<file path="src/rtl/floor_indicator_pkg.sv">
// Shared types and seven-segment codes for the floor indicator.
package floor_indicator_pkg;

    typedef enum logic [1:0] {
        ST_UNKNOWN  = 2'd0,
        ST_AT_FLOOR = 2'd1,
        ST_BETWEEN  = 2'd2,
        ST_FAULT    = 2'd3
    } state_t;

    typedef enum logic [1:0] {
        DIR_IDLE = 2'd0,
        DIR_UP   = 2'd1,
        DIR_DOWN = 2'd2
    } dir_t;

    // Active-low segment codes, bit0 = a ... bit6 = g
    localparam logic [6:0] SEG_H     = 7'h09;
    localparam logic [6:0] SEG_E     = 7'h06;
    localparam logic [6:0] SEG_DASH  = 7'h3F;
    localparam logic [6:0] SEG_BLANK = 7'h7F;
    localparam logic [6:0] SEG_U     = 7'h41;
    localparam logic [6:0] SEG_D     = 7'h21;

    function automatic logic [6:0] seg_digit(input logic [3:0] d);
        logic [6:0] code;
        case (d)
            4'd0:    code = 7'h40;
            4'd1:    code = 7'h79;
            4'd2:    code = 7'h24;
            4'd3:    code = 7'h30;
            4'd4:    code = 7'h19;
            4'd5:    code = 7'h12;
            4'd6:    code = 7'h02;
            4'd7:    code = 7'h78;
            4'd8:    code = 7'h00;
            4'd9:    code = 7'h10;
            default: code = SEG_BLANK;
        endcase
        return code;
    endfunction

endpackage

</file>
<file path="src/rtl/floor_indicator_seq_sensor_filter.sv">
// Debounce filter: a pattern is accepted once it has been sampled STABLE_CYCLES+1 times in a row.
module sensor_filter #(
    parameter int N             = 4,
    parameter int STABLE_CYCLES = 4
) (
    input  logic         CLOCK_50,
    input  logic         RESET,
    input  logic [N-1:0] SW,
    output logic [N-1:0] filt
);
    localparam int CW = $clog2(STABLE_CYCLES + 1);
    localparam logic [CW-1:0] CNT_MAX = CW'(STABLE_CYCLES);
    localparam logic [CW-1:0] CNT_TC  = CW'(STABLE_CYCLES - 1);

    logic [N-1:0]  s_q, s_d;
    logic [N-1:0]  filt_q, filt_d;
    logic [CW-1:0] cnt_q, cnt_d;

    always_comb begin
        s_d    = SW;
        filt_d = filt_q;
        cnt_d  = cnt_q;
        if (SW == s_q) begin
            if (cnt_q != CNT_MAX) cnt_d = cnt_q + CW'(1);
            if (cnt_q == CNT_TC) filt_d = s_q;
        end else begin
            cnt_d = '0;
        end
    end

    always_ff @(posedge CLOCK_50) begin
        if (RESET) begin
            s_q    <= '0;
            filt_q <= '0;
            cnt_q  <= '0;
        end else begin
            s_q    <= s_d;
            filt_q <= filt_d;
            cnt_q  <= cnt_d;
        end
    end

    assign filt = filt_q;

endmodule

</file>
<file path="src/rtl/floor_indicator_seq.sv">
// Floor/direction tracker driving two active-low seven-segment displays.
// Optional BETWEEN_BLINK_EN: blink floor digit / 'H' while travelling.
//
// state       | meaning
// ST_UNKNOWN  | no floor seen since reset
// ST_AT_FLOOR | exactly one landing sensor active
// ST_BETWEEN  | no sensor active, last floor known
// ST_FAULT    | more than one sensor active
module floor_indicator_seq
    import floor_indicator_pkg::*;
#(
    parameter int N_FLOORS      = 4,
    parameter int STABLE_CYCLES = 4,
    parameter int BLINK_CYCLES  = 25_000_000
) (
    input  logic                CLOCK_50,
    input  logic                RESET,
    input  logic [N_FLOORS-1:0] SW,
    output logic [6:0]          HEX0,
    output logic [6:0]          HEX1,
    output logic [3:0]          floor,
    output logic                floor_valid,
    output logic                fault
);
    if (N_FLOORS < 2 || N_FLOORS > 9 || STABLE_CYCLES < 1 || BLINK_CYCLES < 1) begin : g_bad_params
        $error("floor_indicator_seq: illegal parameter value");
    end

    logic [N_FLOORS-1:0] filt;

    sensor_filter #(
        .N             (N_FLOORS),
        .STABLE_CYCLES (STABLE_CYCLES)
    ) u_sensor_filter (
        .CLOCK_50 (CLOCK_50),
        .RESET    (RESET),
        .SW       (SW),
        .filt     (filt)
    );

    logic [3:0] filt_floor;
    logic       filt_zero;
    logic       filt_multi;
    dir_t       arrive_dir;

    always_comb begin
        filt_floor = '0;
        for (int i = 0; i < N_FLOORS; i++) begin
            if (filt[i]) filt_floor = 4'(i + 1);
        end
        filt_zero  = (filt == '0);
        filt_multi = !filt_zero && ((filt & (filt - N_FLOORS'(1))) != '0);
    end

    state_t     state_q, state_d;
    logic [3:0] floor_q, floor_d;
    dir_t       dir_q, dir_d;

    // Direction is judged against the last valid floor; first arrival is always idle.
    always_comb begin
        if (floor_q != 4'd0 && filt_floor > floor_q) arrive_dir = DIR_UP;
        else if (filt_floor < floor_q)                arrive_dir = DIR_DOWN;
        else                                          arrive_dir = DIR_IDLE;
    end

    always_comb begin
        state_d = state_q;
        floor_d = floor_q;
        dir_d   = dir_q;
        unique case (state_q)
            ST_UNKNOWN: begin
                if (filt_multi) begin
                    state_d = ST_FAULT;
                end else if (!filt_zero) begin
                    state_d = ST_AT_FLOOR;
                    floor_d = filt_floor;
                    dir_d   = arrive_dir;
                end
            end
            ST_AT_FLOOR: begin
                if (filt_zero) begin
                    state_d = ST_BETWEEN;
                end else if (filt_multi) begin
                    state_d = ST_FAULT;
                end else if (filt_floor != floor_q) begin
                    floor_d = filt_floor;
                    dir_d   = arrive_dir;
                end
            end
            ST_BETWEEN: begin
                if (filt_multi) begin
                    state_d = ST_FAULT;
                end else if (!filt_zero) begin
                    state_d = ST_AT_FLOOR;
                    floor_d = filt_floor;
                    dir_d   = arrive_dir;
                end
            end
            ST_FAULT: begin
                if (filt_zero) begin
                    state_d = (floor_q != 4'd0) ? ST_BETWEEN : ST_UNKNOWN;
                end else if (!filt_multi) begin
                    state_d = ST_AT_FLOOR;
                    floor_d = filt_floor;
                    dir_d   = arrive_dir;
                end
            end
            default: state_d = ST_UNKNOWN;
        endcase
    end

    logic show_digit;

`ifdef BETWEEN_BLINK_EN
    localparam int BW = (BLINK_CYCLES > 1) ? $clog2(BLINK_CYCLES) : 1;
    localparam logic [BW-1:0] BLINK_TC = BW'(BLINK_CYCLES - 1);

    logic [BW-1:0] blink_cnt_q, blink_cnt_d;
    logic          blink_ph_q, blink_ph_d;

    // Phase 0 shows 'H'; every entry to BETWEEN restarts on that phase.
    always_comb begin
        blink_cnt_d = blink_cnt_q;
        blink_ph_d  = blink_ph_q;
        if (state_d == ST_BETWEEN) begin
            if (state_q != ST_BETWEEN) begin
                blink_cnt_d = '0;
                blink_ph_d  = 1'b0;
            end else if (blink_cnt_q == BLINK_TC) begin
                blink_cnt_d = '0;
                blink_ph_d  = !blink_ph_q;
            end else begin
                blink_cnt_d = blink_cnt_q + BW'(1);
            end
        end
        show_digit = blink_ph_d && (floor_d != 4'd0);
    end

    always_ff @(posedge CLOCK_50) begin
        if (RESET) begin
            blink_cnt_q <= '0;
            blink_ph_q  <= 1'b0;
        end else begin
            blink_cnt_q <= blink_cnt_d;
            blink_ph_q  <= blink_ph_d;
        end
    end
`else
    assign show_digit = 1'b0;
`endif

    logic [6:0] hex0_q, hex0_d;
    logic [6:0] hex1_q, hex1_d;
    logic       valid_q, valid_d;
    logic       fault_q, fault_d;

    always_comb begin
        unique case (state_d)
            ST_AT_FLOOR: hex0_d = seg_digit(floor_d);
            ST_BETWEEN:  hex0_d = show_digit ? seg_digit(floor_d) : SEG_H;
            ST_FAULT:    hex0_d = SEG_E;
            default:     hex0_d = SEG_DASH;
        endcase
        hex1_d = SEG_BLANK;
        if (state_d == ST_AT_FLOOR || state_d == ST_BETWEEN) begin
            if (dir_d == DIR_UP)        hex1_d = SEG_U;
            else if (dir_d == DIR_DOWN) hex1_d = SEG_D;
        end
        valid_d = (state_d == ST_AT_FLOOR);
        fault_d = (state_d == ST_FAULT);
    end

    always_ff @(posedge CLOCK_50) begin
        if (RESET) begin
            state_q <= ST_UNKNOWN;
            floor_q <= '0;
            dir_q   <= DIR_IDLE;
            hex0_q  <= SEG_DASH;
            hex1_q  <= SEG_BLANK;
            valid_q <= 1'b0;
            fault_q <= 1'b0;
        end else begin
            state_q <= state_d;
            floor_q <= floor_d;
            dir_q   <= dir_d;
            hex0_q  <= hex0_d;
            hex1_q  <= hex1_d;
            valid_q <= valid_d;
            fault_q <= fault_d;
        end
    end

    assign HEX0        = hex0_q;
    assign HEX1        = hex1_q;
    assign floor       = floor_q;
    assign floor_valid = valid_q;
    assign fault       = fault_q;

endmodule

</file>
<file path="config.mk">
export PLATFORM = sky130hd
export DESIGN_NAME = floor_indicator_seq
export DESIGN_NICKNAME = d
export VERILOG_FILES = /design/src/rtl/floor_indicator_pkg.sv /design/src/rtl/floor_indicator_seq_sensor_filter.sv /design/src/rtl/floor_indicator_seq.sv
export SDC_FILE = /design/constraint.sdc
export NUM_CORES = 1
export LEC_CHECK = 0
export ABC_AREA = 0
export ABC_CLOCK_PERIOD_IN_PS = 2800
export CORE_ASPECT_RATIO = 0.75
export CORE_MARGIN = 4
export CORE_UTILIZATION = 48
export CTS_CLUSTER_SIZE = 30
export DETAILED_ROUTE_END_ITERATION = 6
export GPL_TIMING_DRIVEN = 1
export PLACE_DENSITY_LB_ADDON = 0.25
export SYNTH_ARGS = -nofsm -noshare
export SYNTH_HDL_FRONTEND = slang
export SYNTH_SLANG_ARGS = --single-unit
</file>
<file path="constraint.sdc">
create_clock -name CLOCK_50 -period 2.8 [get_ports CLOCK_50]
set_input_delay 0.28 -clock CLOCK_50 [delete_from_list [all_inputs] [get_ports CLOCK_50]]
set_output_delay 0.28 -clock CLOCK_50 [all_outputs]
set_load 0.02 [all_outputs]
</file>
### Yosys cells after proc, flatten, opt, wreduce, memory -nomap -nowiden

Memory sizes are Yosys's and may differ from the RTL's.
Cells that the tools add are included.

* memory bits (read-only): 112
* bits of input ports: 6
* memories: 1
* word-level logic and storage cells: 77
* register bits: 35

* muxes and demuxes: 33
* order comparisons: 2
* $add $sub $neg: 2
* reduce and logical (&&, ||, !) cells: 13
* eq/ne operators: 12
* bitwise logic cells: 3

Memory list
* (name not given): depth 16, width 7, rd ports 1, clocked after memory_dff 0, wr ports 0, RTL line floor_indicator_pkg.sv:27 `case (d)`

Operators by type and width (count)
* $mux W4: 9
* $mux W2: 17
* $pmux W7 S3: 1
* $pmux W2 S3: 2
* $pmux W4 S3: 1
* $eq A2 B2 Y1 const B: 5
* $reduce_bool A4 Y1: 2
* $mux W7: 1
* $eq A2 B1 Y1 const B: 3
* $mux W6: 1
* $reduce_or A2 Y1: 3
* $and A4 B4 Y4: 1
* $eq A4 B4 Y1: 1
* $gt A4 B4 Y1: 1
* $logic_not A4 Y1: 1
* $lt A4 B4 Y1: 1
* $ne A4 B4 Y1: 1
* $sub A4 B1 Y4 const B: 1
* $add A3 B1 Y3 const B: 1
* $eq A3 B2 Y1 const B: 1
* $ne A3 B3 Y1 const B: 1
* $reduce_or A3 Y1: 1
* $logic_and A1 B1 Y1: 2
* $logic_not A2 Y1: 1
* 5 further kinds: 6

### Longest topological paths before layout

* depth after elaboration: 14
* depth in mapped cells: 15

### Hierarchy

Synthesis repeated with hierarchy kept, for this count alone.

* cell total of the unflattened synthesis: 194
* area, all modules: 1809.2 µm²

Modules (own cells, without submodules)
* floor_indicator_seq: area an instance 1326.3 µm², sequential area each 400.4 µm², cells an instance 146, times used 1
* sensor_filter: area an instance 483.0 µm², sequential area each 220.2 µm², cells an instance 48, times used 1

### Least setup slack after synthesis

No wires, ideal clock.

* path kind: reg-to-reg
* start point: reg u_sensor_filter.filt_q[1] (netlist: u_sensor_filter.filt[1])
* end point: reg hex0_q[0] (netlist: HEX0[0])
* clock period less this slack: 2.806 ns
* buffers on the path: 1
* cell stages (with the launch flop): 13
* data arrival time: 2.678 ns
* setup slack: -0.006 ns
* data required time: 2.671 ns
* setup time: 0.129 ns
* cells stage by stage: dfxtp_1 -> buf_4 -> nor2_1 -> nor2_1 -> ha_1 -> and4b_4 -> a221o_1 -> o311ai_4 -> inv_1 -> ha_1 -> and2_1 -> a211oi_1 -> o21ai_0

* word-level cells in the longest chain between the ends: 10

RTL lines
* start, declared: RTL line floor_indicator_seq_sensor_filter.sv:16 `logic [N-1:0] filt_q, filt_d;`
* start signal, assigned: RTL line floor_indicator_seq_sensor_filter.sv:38 `filt_q <= filt_d;`
* parallel branches: the longest is 7 deep, another holds $sub A4 B1 Y4
* $pmux W4 S3 (*): RTL line floor_indicator_seq.sv:70 `unique case (state_q)`
* net floor_d[1]: RTL line floor_indicator_seq.sv:56 `logic [3:0] floor_q, floor_d;`
* $mem_v2 Z16 W7 (*)
* $pmux W7 S3 (*): RTL line floor_indicator_seq.sv:158 `unique case (state_d)`
* end signal, assigned: RTL line floor_indicator_seq.sv:178 `hex0_q <= SEG_DASH;`
* end signal, assigned: RTL line floor_indicator_seq.sv:186 `hex0_q <= hex0_d;`
* end, declared: RTL line floor_indicator_seq.sv:152 `logic [6:0] hex0_q, hex0_d;`

Mark *: on every way through the listed nets, which the timed path passes.
A chain may end at the register's enable or synchronous reset.

### Final worst setup path

* start point: reg u_sensor_filter.filt_q[1] (netlist: u_sensor_filter.filt[1])
* end point: reg hex0_q[3] (netlist: HEX0[3])

Same word-level chain as after synthesis.

==> out/qor.csv <==
metric;value;unit
Worst Tran Pin Value;0.862;ns
drt wl/cell;15.1;microns
crit-path cells;inv_2 -> a21oi_2 -> nor2_1 -> inv_1 -> ha_4 -> and4b_4 -> a221o_1 -> o311ai_4 -> buf_6 -> ha_1 -> o31ai_2 -> o21ai_1;
number of synthesis warnings;0;
# diodes;0;
maximum fanout along the worst path;7;
Layout area overhead;33.3;%
sequential area share after synthesis;0.357;
crit path from;u_sensor_filter.filt[1]$_SDFFE_PP0P_;
Setup CP Type;reg -> reg;
status;finished, final reports clean;
final net count;264;
RSZ-0062 raised after global routing;yes;
fillcell total;252;
RR Startpoint;u_sensor_filter.filt[1]$_SDFFE_PP0P_;
number of I/O port buffers;24;
Yosys top cell area share;0.357;
Hold/Removal Path Class;reg -> reg;
# IOs;26;
Tmin final;2.75;ns
max-cap violation count;0;
Final WS setup;0.0457;ns
DR vias/cell;5.47;
CTS H-tree depth;2;
final setup vio count;0;
area of the multi-input gates;1060;sq um
routed wl met2;1990;microns
clk root buf;clkbuf_8;
CORE AREA;3380;sq um
clk slew on worst S/H paths;0.06;ns
Tcrit/Tclk final;0.984;
Crit. End Element;register;
die area;4660;sq um
DR pass1 iterations;4;
met3 WL;213;microns
final weighted congestion in routability-driven placement;0.891;
final instance area;2320;sq um
clock skew;0.00709;ns
highest ir drop seen on vdd;0.332;mV
FF+latch count, synth;31;
gr usage total;0.198;
Total Wirelength;4260;microns
achievable frequency;0.363;GHz
CTS tree;built;
Worst Path Buf+Inv;3;
die height;60.1;microns
critical path's largest stage delay;0.37;ns
Die X;77.5;microns
Clock Tree Buf Depth;2;
number of remaining DRC errors;0;
Worst Hold Launch;u_sensor_filter.s_q[2]$_SDFF_PP0_;
num rows;18;
Pwr Total;0.804;mW
Crit path max-delay family;compound AO/OA/AOI/OAI gates;
Cell Area, Placed;2090;sq um
fin cells;282;
startpoint types;register;
Mapped Area;1740;sq um
PD cells;347;nW/um^2
Clk Latency, worst-skew pair;0.28;ns
Post-Syn Instances;196;
synth unique cells;48;
Final Max Tran Viols;0;
Post-Syn Nets;219;
share of layout cells above drive strength 1;0.248;
CP required;2.95;ns
minimum hold slack;0.481;ns
Hold Vio Cnt, Final;0;
ys async rst share;0;
HPWL after DPL;3080;microns
Syn Area/Cell;8.87;sq um
biggest area consumer among synthesized cells;dfxtp_1;
global route overflow;0;
placed cell count;268;
uppermost layer routed;met4;
number of antenna violations at the first check in global routing;0;
Starting Density;0.514;
top cells by area, synth;dfxtp_1, ha_1, nor2_1;
fin util;0.686;
largest net degree at the start of global routing;25;
Worst slew margin;0.424;
Sequential Area;626;sq um
Post-Route M1 WL;1970;microns
global-route wire length before repair;6980;microns
vias in the first global route;1478;
cts bufs inserted;5;
number of clock sinks;31;
top_reg_cell synth;dfxtp_1;
Setup WS pre-CTS;-0.0987;ns
1st-iter DRT viols;151;
routed via count;1543;
Leak;0.948;nW
critical path arrival;2.90;ns
post-route ant nets;0;
Post-synth EDFFs;0;
slowest stage cell on the critical path;o311ai_4;
TNS Setup;0;ns
cell type report:
cell class | count | share of cell area
repair buffers | 49 | 0.186
clock buffers | 6 | 0.0313
inverters | 16 | 0.0259
flip-flops and latches | 31 | 0.270
well taps | 40 | 0.0216
clock inverters | 2 | 0.00540
multi-input cells | 138 | 0.460
synthesized netlist by cell type, drive strengths merged (2+ instances only):
cell / instances
a211oi: 2
a21o: 2
a21oi: 10
a221o: 2
and2: 2
buf: 7
clkbuf: 4
dfxtp: 31
ha: 17
inv: 16
nand2: 14
nand2b: 3
nand3: 8
nand4: 2
nor2: 17
nor2b: 8
nor3: 5
nor4: 2
o211ai: 2
o21ai: 8
o31ai: 4
or2: 2
or4b: 2
xnor2: 3
xor2: 4
report_power, final:
part           internal (mW)  total, mW  switching, mW
logic                 0.0124     0.0253         0.0129
clock network          0.173      0.333          0.160
registers              0.444      0.446        0.00272
per-layer routing:
layer	vias up	GRT usage
met3	8	0.0602
li1	763	-
met4	0	0.0838
met1	734	0.262
met2	38	0.300
met5	-	0
state kept, by name (all words and copies together) (netlist names):
register and cells:
HEX0 7, floor 4, u_sensor_filter.filt 4, u_sensor_filter.s_q 4, HEX1 3, u_sensor_filter.cnt_q 3
dir_q 2, state_q 2, fault 1, floor_valid 1
timing repair:
| action | CTS | global route |
|---|---|---|
| hold buffers | 0 | 0 |
| gates resized for setup | 4 | 20 |
| setup buffers | 0 | 6 |
| setup endpoints to repair | 2 | 6 |
| endpoints found under the hold margin | 0 | 0 |
| cloned | 0 | 0 |
| pin swaps | 0 | 11 |
kinds of logic (layout without fill, tap and decap cells):
logic type / Yosys count / count (layout) / share of synthesized area
simple gates: 71 / 71 / 0.213
xor+xnor: 7 / 7 / 0.0353
buf+inv: 27 / 73 / 0.0799
compound gates: 41 / 41 / 0.184
flops: 31 / 31 / 0.357
other cells: 1 / 1 / 0.00216
mux: 1 / 1 / 0.00576
fa+ha+maj: 17 / 17 / 0.122
worst min-delay path, stage by stage (launching register included):
cell     delay [ns]
dfxtp_1        0.32
nand3_1        0.07
a21oi_1        0.05
path summary, 6_finish.rpt:
kind | end | slack (ns) | depth (start not counted)
min reg2reg | u_sensor_filter.filt[2]$_SDFFE_PP0P_ | 0.48 | 2
min | u_sensor_filter.filt[2]$_SDFFE_PP0P_ | 0.48 | 2
max | HEX0[3]$_SDFF_PP1_ | 0.05 | 12
max reg2reg | HEX0[3]$_SDFF_PP1_ | 0.05 | 12
layout by cell type (no fill, tap or decap), types with 2 or more instances in the layout:
| cell type | netlist | routed |
|---|---|---|
| nor2_1 | 17 | 16 |
| buf_4 | 5 | 24 |
| and2_4 | 0 | 2 |
| clkdlybuf4s50_1 | 0 | 24 |
| or4b_4 | 0 | 2 |
| nor2b_1 | 8 | 8 |
| clkbuf_8 | 0 | 5 |
| dfxtp_1 | 31 | 29 |
| o211ai_1 | 2 | 2 |
| ha_4 | 0 | 2 |
| xor2_1 | 4 | 4 |
| o21ai_1 | 0 | 2 |
| a21oi_1 | 10 | 9 |
| inv_1 | 16 | 14 |
| nand3_1 | 8 | 8 |
| o21ai_0 | 8 | 6 |
| ha_1 | 17 | 15 |
| nand2b_1 | 3 | 3 |
| a21o_1 | 2 | 2 |
| xnor2_1 | 3 | 3 |
| nand4_1 | 2 | 2 |
| o31ai_2 | 1 | 3 |
| nand2_1 | 14 | 13 |
| inv_2 | 0 | 2 |
| nor3_1 | 5 | 5 |
| nor4_1 | 2 | 2 |
| or2_2 | 2 | 2 |
(Power assumes the default switching activity.)
